### src/rtl/validatecount_sched.sv
`default_nettype none
// ============================================================================
// Module   : validatecount_sched
// Purpose  : One shared hysteresis/validation engine serving NCH video-timing
//            measurement channels. Each channel posts a raw sample with a
//            strobe. A scheduler grants one pending channel per cycle into a
//            2-stage update pipeline. That pipeline keeps a reference value
//            and a confidence count for each channel. A channel's output
//            becomes valid once the count saturates at 2**NGB-1.
// Ports    : i_clk      system clock
//            i_reset    asynchronous, active-high reset
//            i_v        per-channel one-cycle sample strobe
//            i_val      channel k sample at [k*NBITS +: NBITS]
//            o_val      validated value per channel, same packing
//            o_locked   channel confidence saturated
//            o_overrun  1-cycle pulse: ungranted pending sample overwritten
//            o_busy     any channel pending or update stage occupied
// Options  : VALIDATE_FIXED_PRIO_EN - fixed priority (lowest index wins)
//            instead of round-robin arbitration.
// Revision : 1.0  initial release
// ============================================================================
module validatecount_sched #(
    parameter int NBITS = 16,
    parameter int NCH   = 4,
    parameter int NGB   = 3
) (
    input  logic                 i_clk,
    input  logic                 i_reset,
    input  logic [NCH-1:0]       i_v,
    input  logic [NCH*NBITS-1:0] i_val,
    output logic [NCH*NBITS-1:0] o_val,
    output logic [NCH-1:0]       o_locked,
    output logic [NCH-1:0]       o_overrun,
    output logic                 o_busy
);

    localparam int             c_cw      = (NCH > 1) ? $clog2(NCH) : 1;
    localparam logic [NGB-1:0] c_cnt_max = {NGB{1'b1}};

    // Pending sample per channel
    logic [NCH-1:0]   r_pend;
    logic [NBITS-1:0] r_pend_val [NCH];

    // Stage S1: granted sample on its way to the update engine
    logic             r_s1_v;
    logic [c_cw-1:0]  r_s1_ch;
    logic [NBITS-1:0] r_s1_val;

    // Per-channel validation state and outputs
    logic [NBITS-1:0] r_ref  [NCH];
    logic [NGB-1:0]   r_cnt  [NCH];
    logic [NBITS-1:0] r_oval [NCH];
    logic [NCH-1:0]   r_locked;
    logic [NCH-1:0]   r_overrun;

    // Grant
    logic             w_gnt_valid;
    logic [c_cw-1:0]  w_gnt_idx;
    logic [NCH-1:0]   w_gnt_onehot;
    logic [NCH-1:0]   w_search;

`ifdef VALIDATE_FIXED_PRIO_EN
    always_comb begin
        w_search = r_pend;
    end
`else
    logic [c_cw-1:0] r_last;
    logic [NCH-1:0]  w_mask;

    // Round-robin: prefer pending channels above the last grant, otherwise
    // wrap around to the lowest pending channel.
    always_comb begin
        w_mask = '0;
        for (int k = 0; k < NCH; k++) begin
            w_mask[k] = (k > int'(r_last));
        end
        w_search = ((r_pend & w_mask) != '0) ? (r_pend & w_mask) : r_pend;
    end

    always_ff @(posedge i_clk or posedge i_reset) begin
        if (i_reset) begin
            // Start just below channel 0 so the first search begins at 0
            r_last <= c_cw'(NCH - 1);
        end else if (w_gnt_valid) begin
            r_last <= w_gnt_idx;
        end
    end
`endif

    always_comb begin
        w_gnt_valid  = |r_pend;
        w_gnt_idx    = '0;
        w_gnt_onehot = '0;
        for (int k = NCH - 1; k >= 0; k--) begin
            if (w_search[k]) begin
                w_gnt_idx = c_cw'(k);
            end
        end
        for (int k = 0; k < NCH; k++) begin
            w_gnt_onehot[k] = w_gnt_valid && (w_gnt_idx == c_cw'(k));
        end
    end

    // Capture, grant and overrun detection
    always_ff @(posedge i_clk or posedge i_reset) begin
        if (i_reset) begin
            r_pend    <= '0;
            r_overrun <= '0;
            r_s1_v    <= 1'b0;
            r_s1_ch   <= '0;
            r_s1_val  <= '0;
            for (int k = 0; k < NCH; k++) begin
                r_pend_val[k] <= '0;
            end
        end else begin
            r_s1_v   <= w_gnt_valid;
            r_s1_ch  <= w_gnt_idx;
            r_s1_val <= r_pend_val[w_gnt_idx];
            for (int k = 0; k < NCH; k++) begin
                // A strobe on the channel being granted keeps it pending
                // with the new value; the granted copy already left.
                if (i_v[k]) begin
                    r_pend_val[k] <= i_val[k*NBITS +: NBITS];
                    r_pend[k]     <= 1'b1;
                end else if (w_gnt_onehot[k]) begin
                    r_pend[k]     <= 1'b0;
                end
                r_overrun[k] <= i_v[k] & r_pend[k] & ~w_gnt_onehot[k];
            end
        end
    end

    // Update engine: next count/reference for the channel in S1
    logic [NGB-1:0]   w_cur_cnt;
    logic [NBITS-1:0] w_cur_ref;
    logic [NGB-1:0]   w_new_cnt;
    logic [NBITS-1:0] w_new_ref;

    always_comb begin
        w_cur_cnt = r_cnt[r_s1_ch];
        w_cur_ref = r_ref[r_s1_ch];
        w_new_cnt = w_cur_cnt;
        w_new_ref = w_cur_ref;
        if (w_cur_cnt == '0) begin
            w_new_ref = r_s1_val;
            w_new_cnt = NGB'(1);
        end else if (r_s1_val == w_cur_ref) begin
            if (w_cur_cnt != c_cnt_max) begin
                w_new_cnt = w_cur_cnt + 1'b1;
            end
        end else begin
            w_new_cnt = w_cur_cnt - 1'b1;
        end
    end

    always_ff @(posedge i_clk or posedge i_reset) begin
        if (i_reset) begin
            r_locked <= '0;
            for (int k = 0; k < NCH; k++) begin
                r_ref[k]  <= '0;
                r_cnt[k]  <= '0;
                r_oval[k] <= '0;
            end
        end else if (r_s1_v) begin
            r_cnt[r_s1_ch] <= w_new_cnt;
            r_ref[r_s1_ch] <= w_new_ref;
            // Locked tracks saturation exactly; the value only changes on
            // reaching saturation (new reference) or zero (cleared) and
            // otherwise keeps the last validated value.
            r_locked[r_s1_ch] <= (w_new_cnt == c_cnt_max);
            if (w_new_cnt == c_cnt_max) begin
                r_oval[r_s1_ch] <= w_new_ref;
            end else if (w_new_cnt == '0) begin
                r_oval[r_s1_ch] <= '0;
            end
        end
    end

    generate
        for (genvar k = 0; k < NCH; k++) begin : g_pack
            assign o_val[k*NBITS +: NBITS] = r_oval[k];
        end
    endgenerate

    assign o_locked  = r_locked;
    assign o_overrun = r_overrun;
    assign o_busy    = (|r_pend) | r_s1_v;

endmodule
`default_nettype wire

### config.mk
export PLATFORM = sky130hd
export DESIGN_NAME = validatecount_sched
export DESIGN_NICKNAME = d
export VERILOG_FILES = /design/src/rtl/validatecount_sched.sv
export SDC_FILE = /design/constraint.sdc
export NUM_CORES = 1
export LEC_CHECK = 0
export BUFFER_PORTS_ARGS = -buffer_cell sky130_fd_sc_hd__buf_2
export CORE_ASPECT_RATIO = 2
export CORE_MARGIN = 1
export CORE_UTILIZATION = 40
export CTS_CLUSTER_SIZE = 24
export DETAILED_ROUTE_END_ITERATION = 10
export GPL_ROUTABILITY_DRIVEN = 0
export PLACE_DENSITY_LB_ADDON = 0.15
export REMOVE_ABC_BUFFERS = 1
export SYNTH_ARGS = -nofsm -noshare
export SYNTH_HDL_FRONTEND = slang
export SYNTH_SLANG_ARGS = --single-unit
### constraint.sdc
create_clock -name i_clk -period 9.01 [get_ports i_clk]
set_input_delay 2.703 -clock i_clk [delete_from_list [all_inputs] [get_ports i_clk]]
set_output_delay 2.703 -clock i_clk [all_outputs]
set_load 0.02 [all_outputs]
==> impl_metrics.csv, run 1 <==
group,metric,value,unit
synth,synth_top_area_cell,"dfrtp_1",
sta,finalMaxSlewViolations,0,
sta,max_freq,205,MHz
route,drt-initial-drc-count,411,
floorplanning,coreArea,0.0263,mm2
sta,relSlewSlack,0.341,
global_route,grt_max_degree,108,
sta,fin_crit_sh,0.541,
synth,yosys-top-cells-count,"dfrtp_1, nand2_1, a22oi_1",
power_and_ir_drop,p_leak,5.91,nW
synth,avgSynthCellArea,11.8,um2
clock_tree,cts_buffers,23,
sta,fin_ws,4.13,ns
final_layout,n_antenna_cell,0,
floorplanning,dieArea,0.0274,mm2
clock_tree,cts_tree,"done",
hold_path,hp-class,"reg2reg",
clock_tree,clkTransAtPathRegs,0.07,ns
setup_path,path_class,"reg2reg",
sta,setup_viol,0,
route,wl,26400,um
setup_path,cp-end-kind,"register",
setup_path,crit_fanout,52,
setup_path,startpoint_type,"register",
route,route.vias.total,7396,
sta,finalHoldViolations,0,
clock_tree,cts_buffer_depth,3,
synth,synthDistinctLibCells,44,
clock_tree,cts_hold_buffers,0,
floorplanning,io_pins,143,
synth,synth_most_common_cell,"dfrtp_1",
power_and_ir_drop,ir_worst_vdd,203,uV
setup_path,critPathArrivalTime,5.24,ns
floorplanning,start_util,0.407,
sta,fin_crit,4.88,ns
synth,synth_area,0.0107,mm2
floorplanning,die_height,233,um
synth,yosysSeqAreaShare,0.555,
route,firstDrtPassIters,4,
place,portBuffers,142,
clock_tree,post_cts_resized,0,
sta,rsz0062_at_grt,"false",
final_layout,drive_gt1_frac,0.333,
clock_tree,post_cts_buffers,0,
synth,synth-async-reset-ratio,1.00,
run_status,status,"finished, final reports clean",
synth,synth_top_area_frac,0.550,
synth,synth_edf_count,0,
clock_tree,cts_num_sinks,237,
route,via_per_inst,5.37,
global_route,antenna_found_initial,0,
global_route,grt_pass1_wl,43000,um
clock_tree,htree_levels,1,
route,drc,0,
place,place_ws,3.98,ns
floorplanning,rows,84,
floorplanning,die_w,118,um
sta,finalClockSkew,0.0250,ns
flow_run,drv_cap,0,
route,routedWlPerCell,19.2,um
power_and_ir_drop,cellPowerDensity,417,mW/mm2
global_route,grt_pass1_vias,7723,
place,hpwl,18100,um
synth,ys_ff_latch,237,
final_layout,fin_util,0.469,
global_route,gr-total-overflow,0,
synth,synth_area_leaders,"dfrtp_1, mux2_2, a22oi_1, o21ai_2, a21o_1",
synth,synthCells,903,
sta,whs,0.473,ns
clock_tree,clockRootBuffer,"clkbuf_16",
setup_path,critPathRequiredTime,9.38,ns
final_layout,nets,1090,
route,ant_nets,0,
synth,yosys_warnings,0,
clock_tree,clk_latency,0.53,ns
synth,synth_top_flop_cell,"dfrtp_1",
sta,tightestPinTransition,0.989,ns
global_route,grt.total_usage,0.199,
final_layout,synthToLayoutAreaGrowth,15.3,%
## through the flow
| stage | TNS, ns | cell area (um2) | std cells | power [mW] |
|---|---|---|---|---|
| final | 0 | 12300 | 1377 | 5.15 |
| after global routing | 0 | 12300 | 1377 | 5.56 |
| after CTS | 0 | 12300 | 1377 | 5.24 |
| after detailed placement | 0 | 11600 | 1336 | 4.32 |
| after global placement | 0 | 11600 | 1336 | 4.27 |
| after floorplan | -45.29 | 10400 | 836 | 3.54 |
## cell type report
type | instances | area (um2)
Fill cell | 2546 | 13900
Sequential cell | 237 | 5930
Multi-Input combinational cell | 588 | 4420
Timing Repair Buffer | 156 | 816
Clock buffer | 33 | 643
Tap cell | 344 | 430
Inverter | 11 | 48.8
Clock inverter | 8 | 46.3
## per-layer routing
layer	vias up	GRT usage	wire length, um
met5	-	0	0
met4	0	0.0641	607
met3	31	0.0266	889
met2	136	0.376	14600
met1	3749	0.229	10300
li1	3480	-	-
## worst max-delay path, stage by stage, from the launching register on
cell and delay (ns):
dfrtp_1 0.32, buf_4 0.38, mux4_2 0.59, xnor2_1 0.27, nand4_1 0.21, nor4_4 0.60
mux2_2 0.43, a311oi_4 0.86, buf_4 0.84, o21ai_1 0.16
## where the power goes
group | switching [mW] | leakage (nW) | internal, mW | total [mW]
sequential | 0.195 | 2.70 | 1.39 | 1.58
combinational | 1.67 | 2.86 | 0.990 | 2.66
clock | 0.413 | 0.341 | 0.497 | 0.911
## worst paths after layout
| path | start | end | slack, ns | cells past startpoint |
|---|---|---|---|---|
| min | o_locked[3]$_DFFE_PP0P_ | o_locked[3]$_DFFE_PP0P_ | 0.47 | 2 |
| min reg2reg | o_locked[3]$_DFFE_PP0P_ | o_locked[3]$_DFFE_PP0P_ | 0.47 | 2 |
| max in group asynchronous | i_reset | r_pend_val[26]$_DFFE_PP0P_ | 5.29 | 3 |
| max reg2reg | r_s1_ch[0]$_DFF_PP0_ | o_val[63]$_DFFE_PP0P_ | 4.13 | 9 |
| max | r_s1_ch[0]$_DFF_PP0_ | o_val[63]$_DFFE_PP0P_ | 4.13 | 9 |
| min in group asynchronous | i_reset | o_overrun[3]$_DFF_PP0_ | 2.34 | 2 |
## flip-flops by register name, summed over array words and instances (netlist names)
| signal | count |
|---|---|
| o_overrun | 4 |
| r_s1_val | 16 |
| r_cnt | 12 |
| r_pend_val | 64 |
| r_pend | 4 |
| r_s1_v | 1 |
| r_s1_ch | 2 |
| r_ref | 64 |
| o_locked | 4 |
| r_last | 2 |
| o_val | 64 |
## cell usage in the layout, fill, tap and decap left out, types with 2 or more instances in the layout
cell type,instances
dfstp_2,2
a21o_1,65
nand2b_1,4
nand4_1,4
mux4_2,19
xnor2_1,16
nand3_1,3
nor3_1,2
clkbuf_8,3
nor3b_1,3
o22ai_1,4
mux2i_1,17
nand2_1,99
o21ai_0,19
mux2_2,66
o21bai_1,3
buf_4,14
clkinv_2,6
clkbuf_1,7
o21ai_1,5
clkbuf_16,23
ha_1,3
buf_2,142
o21ai_2,60
a21oi_1,8
inv_1,10
dfrtp_1,235
a22oi_1,96
or4_1,2
nand3b_1,2
nor2_1,72
## logic make-up (layout without fill, tap and decap cells)
family | after synthesis | after routing | share of synthesized area
buffers and inverters | 78 | 208 | 0.0336
AND/OR/NAND/NOR | 198 | 198 | 0.0776
adder cells (fa/ha/maj) | 3 | 3 | 0.00351
flip-flops | 237 | 237 | 0.555
multiplexers | 103 | 103 | 0.127
XOR/XNOR | 17 | 17 | 0.0139
AO/OA/AOI/OAI | 267 | 267 | 0.190
Note: power is estimated with default switching activity, not from simulation.
==> run 2, diff against run 1 <==
==> constraint.sdc (replaced) <==
create_clock -name i_clk -period 4.76 [get_ports i_clk]
set_input_delay 1.428 -clock i_clk [delete_from_list [all_inputs] [get_ports i_clk]]
set_output_delay 1.428 -clock i_clk [all_outputs]
set_load 0.02 [all_outputs]
==> impl_metrics.csv, run 2 (synthesis gave the netlist of run 1 again) <==
group,metric,value,unit
run_status,status,"finished, final reports clean",
global_route,grt_max_degree,103,
sta,tns,0,ns
clock_tree,cts_hold_buffers,0,
power_and_ir_drop,p_leak,5.97,nW
power_and_ir_drop,switching_share,0.440,
route,routedWlPerCell,19.2,um
power_and_ir_drop,switching_power,4.39,mW
setup_path,worst_path_max_delay_cell,"dfrtp_1",
route,wl,26500,um
global_route,grt_pass1_wl,43000,um
clock_tree,cts_buffers,23,
setup_path,critPathArrivalTime,4.38,ns
setup_path,path_common_cell,"inv_1",
sta,finalClockSkew,0.0147,ns
floorplanning,die_w,118,um
sta,relSlewSlack,0.471,
setup_path,cp_top_family,"multiplexers",
power_and_ir_drop,power,9.99,mW
route,ant_nets,0,
setup_path,crit_buf_inv,3,
clock_tree,cts_tree,"done",
setup_path,worstPathCellList,"mux4_2, inv_1, ha_1, inv_1, or4_1, a21oi_1, a41oi_1, mux2_2, buf_4, nand2_1, o21ai_2",
setup_path,startpoint_type,"register",
final_layout,layout_commonest_cell,"dfrtp_1",
final_layout,fin_util,0.475,
floorplanning,die_height,233,um
setup_path,critPathMaxStageDelay,0.68,ns
floorplanning,start_util,0.407,
place,placed_area,0.0117,mm2
sta,tightestPinTransition,0.791,ns
route,via_per_inst,5.40,
place,portBuffers,142,
power_and_ir_drop,seq_power_share,0.303,
place,hpwl,18600,um
sta,rsz0062_at_grt,"false",
sta,fin_crit_sh,0.825,
power_and_ir_drop,p_clk_frac,0.184,
clock_tree,htree_levels,1,
sta,max_freq,255,MHz
sta,fin_ws,0.833,ns
global_route,gr-total-overflow,0,
final_layout,final_cell_mix,"dfrtp_1, buf_2, nand2_1",
global_route,antenna_found_initial,0,
sta,fin_crit,3.93,ns
clock_tree,cts_buffer_depth,3,
sta,finalHoldViolations,0,
clock_tree,post_cts_buffers,0,
global_route,grt_pass1_vias,7797,
route,drc,0,
floorplanning,rows,84,
floorplanning,coreArea,0.0263,mm2
floorplanning,io_pins,143,
clock_tree,clkTransAtPathRegs,0.07,ns
final_layout,nets,1099,
floorplanning,dieArea,0.0274,mm2
power_and_ir_drop,cellPowerDensity,801,mW/mm2
route,route.vias.total,7479,
power_and_ir_drop,ir_worst_vdd,590,uV
clock_tree,clockRootBuffer,"clkbuf_16",
clock_tree,clk_latency,0.52,ns
global_route,grt.total_usage,0.200,
final_layout,n_antenna_cell,0,
final_layout,drive_gt1_frac,0.340,
clock_tree,cts_num_sinks,237,
power_and_ir_drop,intPower,5.60,mW
flow_run,drv_cap,0,
final_layout,synthToLayoutAreaGrowth,16.6,%
sta,setup_viol,0,
setup_path,critPathRequiredTime,5.21,ns
route,firstDrtPassIters,7,
final_layout,design_area,0.0125,mm2
setup_path,crit_fanout,50,
power_and_ir_drop,pwr-share-comb,0.514,
sta,finalMaxSlewViolations,0,
setup_path,path_class,"reg2reg",
setup_path,cp-end-kind,"register",
route,drt-initial-drc-count,438,
hold_path,hp-class,"reg2reg",
place,place_ws,0.836,ns
clock_tree,post_cts_resized,0,
[run 2: changes by cell type in the layout (fill, tap and decap cells not counted)]
| cell | change |
|---|---|
| clkinvlp_4 | +3 |
| clkbuf_1 | -2 |
| clkinv_2 | -3 |
| clkbuf_8 | -1 |
| buf_4 | +7 |
| buf_12 | +2 |
| bufinv_16 | +2 |
[run 2: final timing paths]
path,from,end,slack [ns],cells after the start
setup / recovery,r_s1_ch[0]$_DFF_PP0_,o_val[14]$_DFFE_PP0P_,0.83,11
setup reg to reg,r_s1_ch[0]$_DFF_PP0_,o_val[14]$_DFFE_PP0P_,0.83,11
hold reg to reg,r_ref[1]$_DFFE_PP0P_,r_ref[1]$_DFFE_PP0P_,0.47,1
max in group asynchronous,i_reset,r_ref[50]$_DFFE_PP0P_,2.82,3
min in group asynchronous,i_reset,o_val[17]$_DFFE_PP0P_,1.01,2
hold / removal,r_ref[1]$_DFFE_PP0P_,r_ref[1]$_DFFE_PP0P_,0.47,1
[run 2: routing by layer]
layer / part of all wire / global-route usage / vias up
met5: 0 / 0 / -
met4: 0.016 / 0.0533 / 0
met3: 0.040 / 0.0295 / 29
met2: 0.56 / 0.384 / 164
met1: 0.38 / 0.229 / 3792
li1: - / - / 3494
[run 2: power by group through the flow]
stage                     clock [mW]  sequential [mW]  combinational [mW]
after global routing            1.96             3.09                5.68
final                           1.83             3.02                5.13
after floorplan                    0             3.09                3.61
after CTS                       1.90             3.02                5.22
after global placement             0             3.05                5.12
after detailed placement           0             3.06                5.21
[run 2: metrics by stage]
stage	hold slack (ns)	cells
after detailed placement	0.460	1345
after floorplan	0.444	836
after CTS	0.475	1385
after global routing	0.488	1385
final	0.472	1385
after global placement	0.455	1345
[run 2: area by class of cell]
class                   count  area, um2
inverters                  11       48.8
fillers                  2545      13800
multi-input cells         588       4420
clock buffers              30        622
repair buffers            165        908
clock inverters            10        114
flip-flops and latches    237       5930
well taps                 344        430
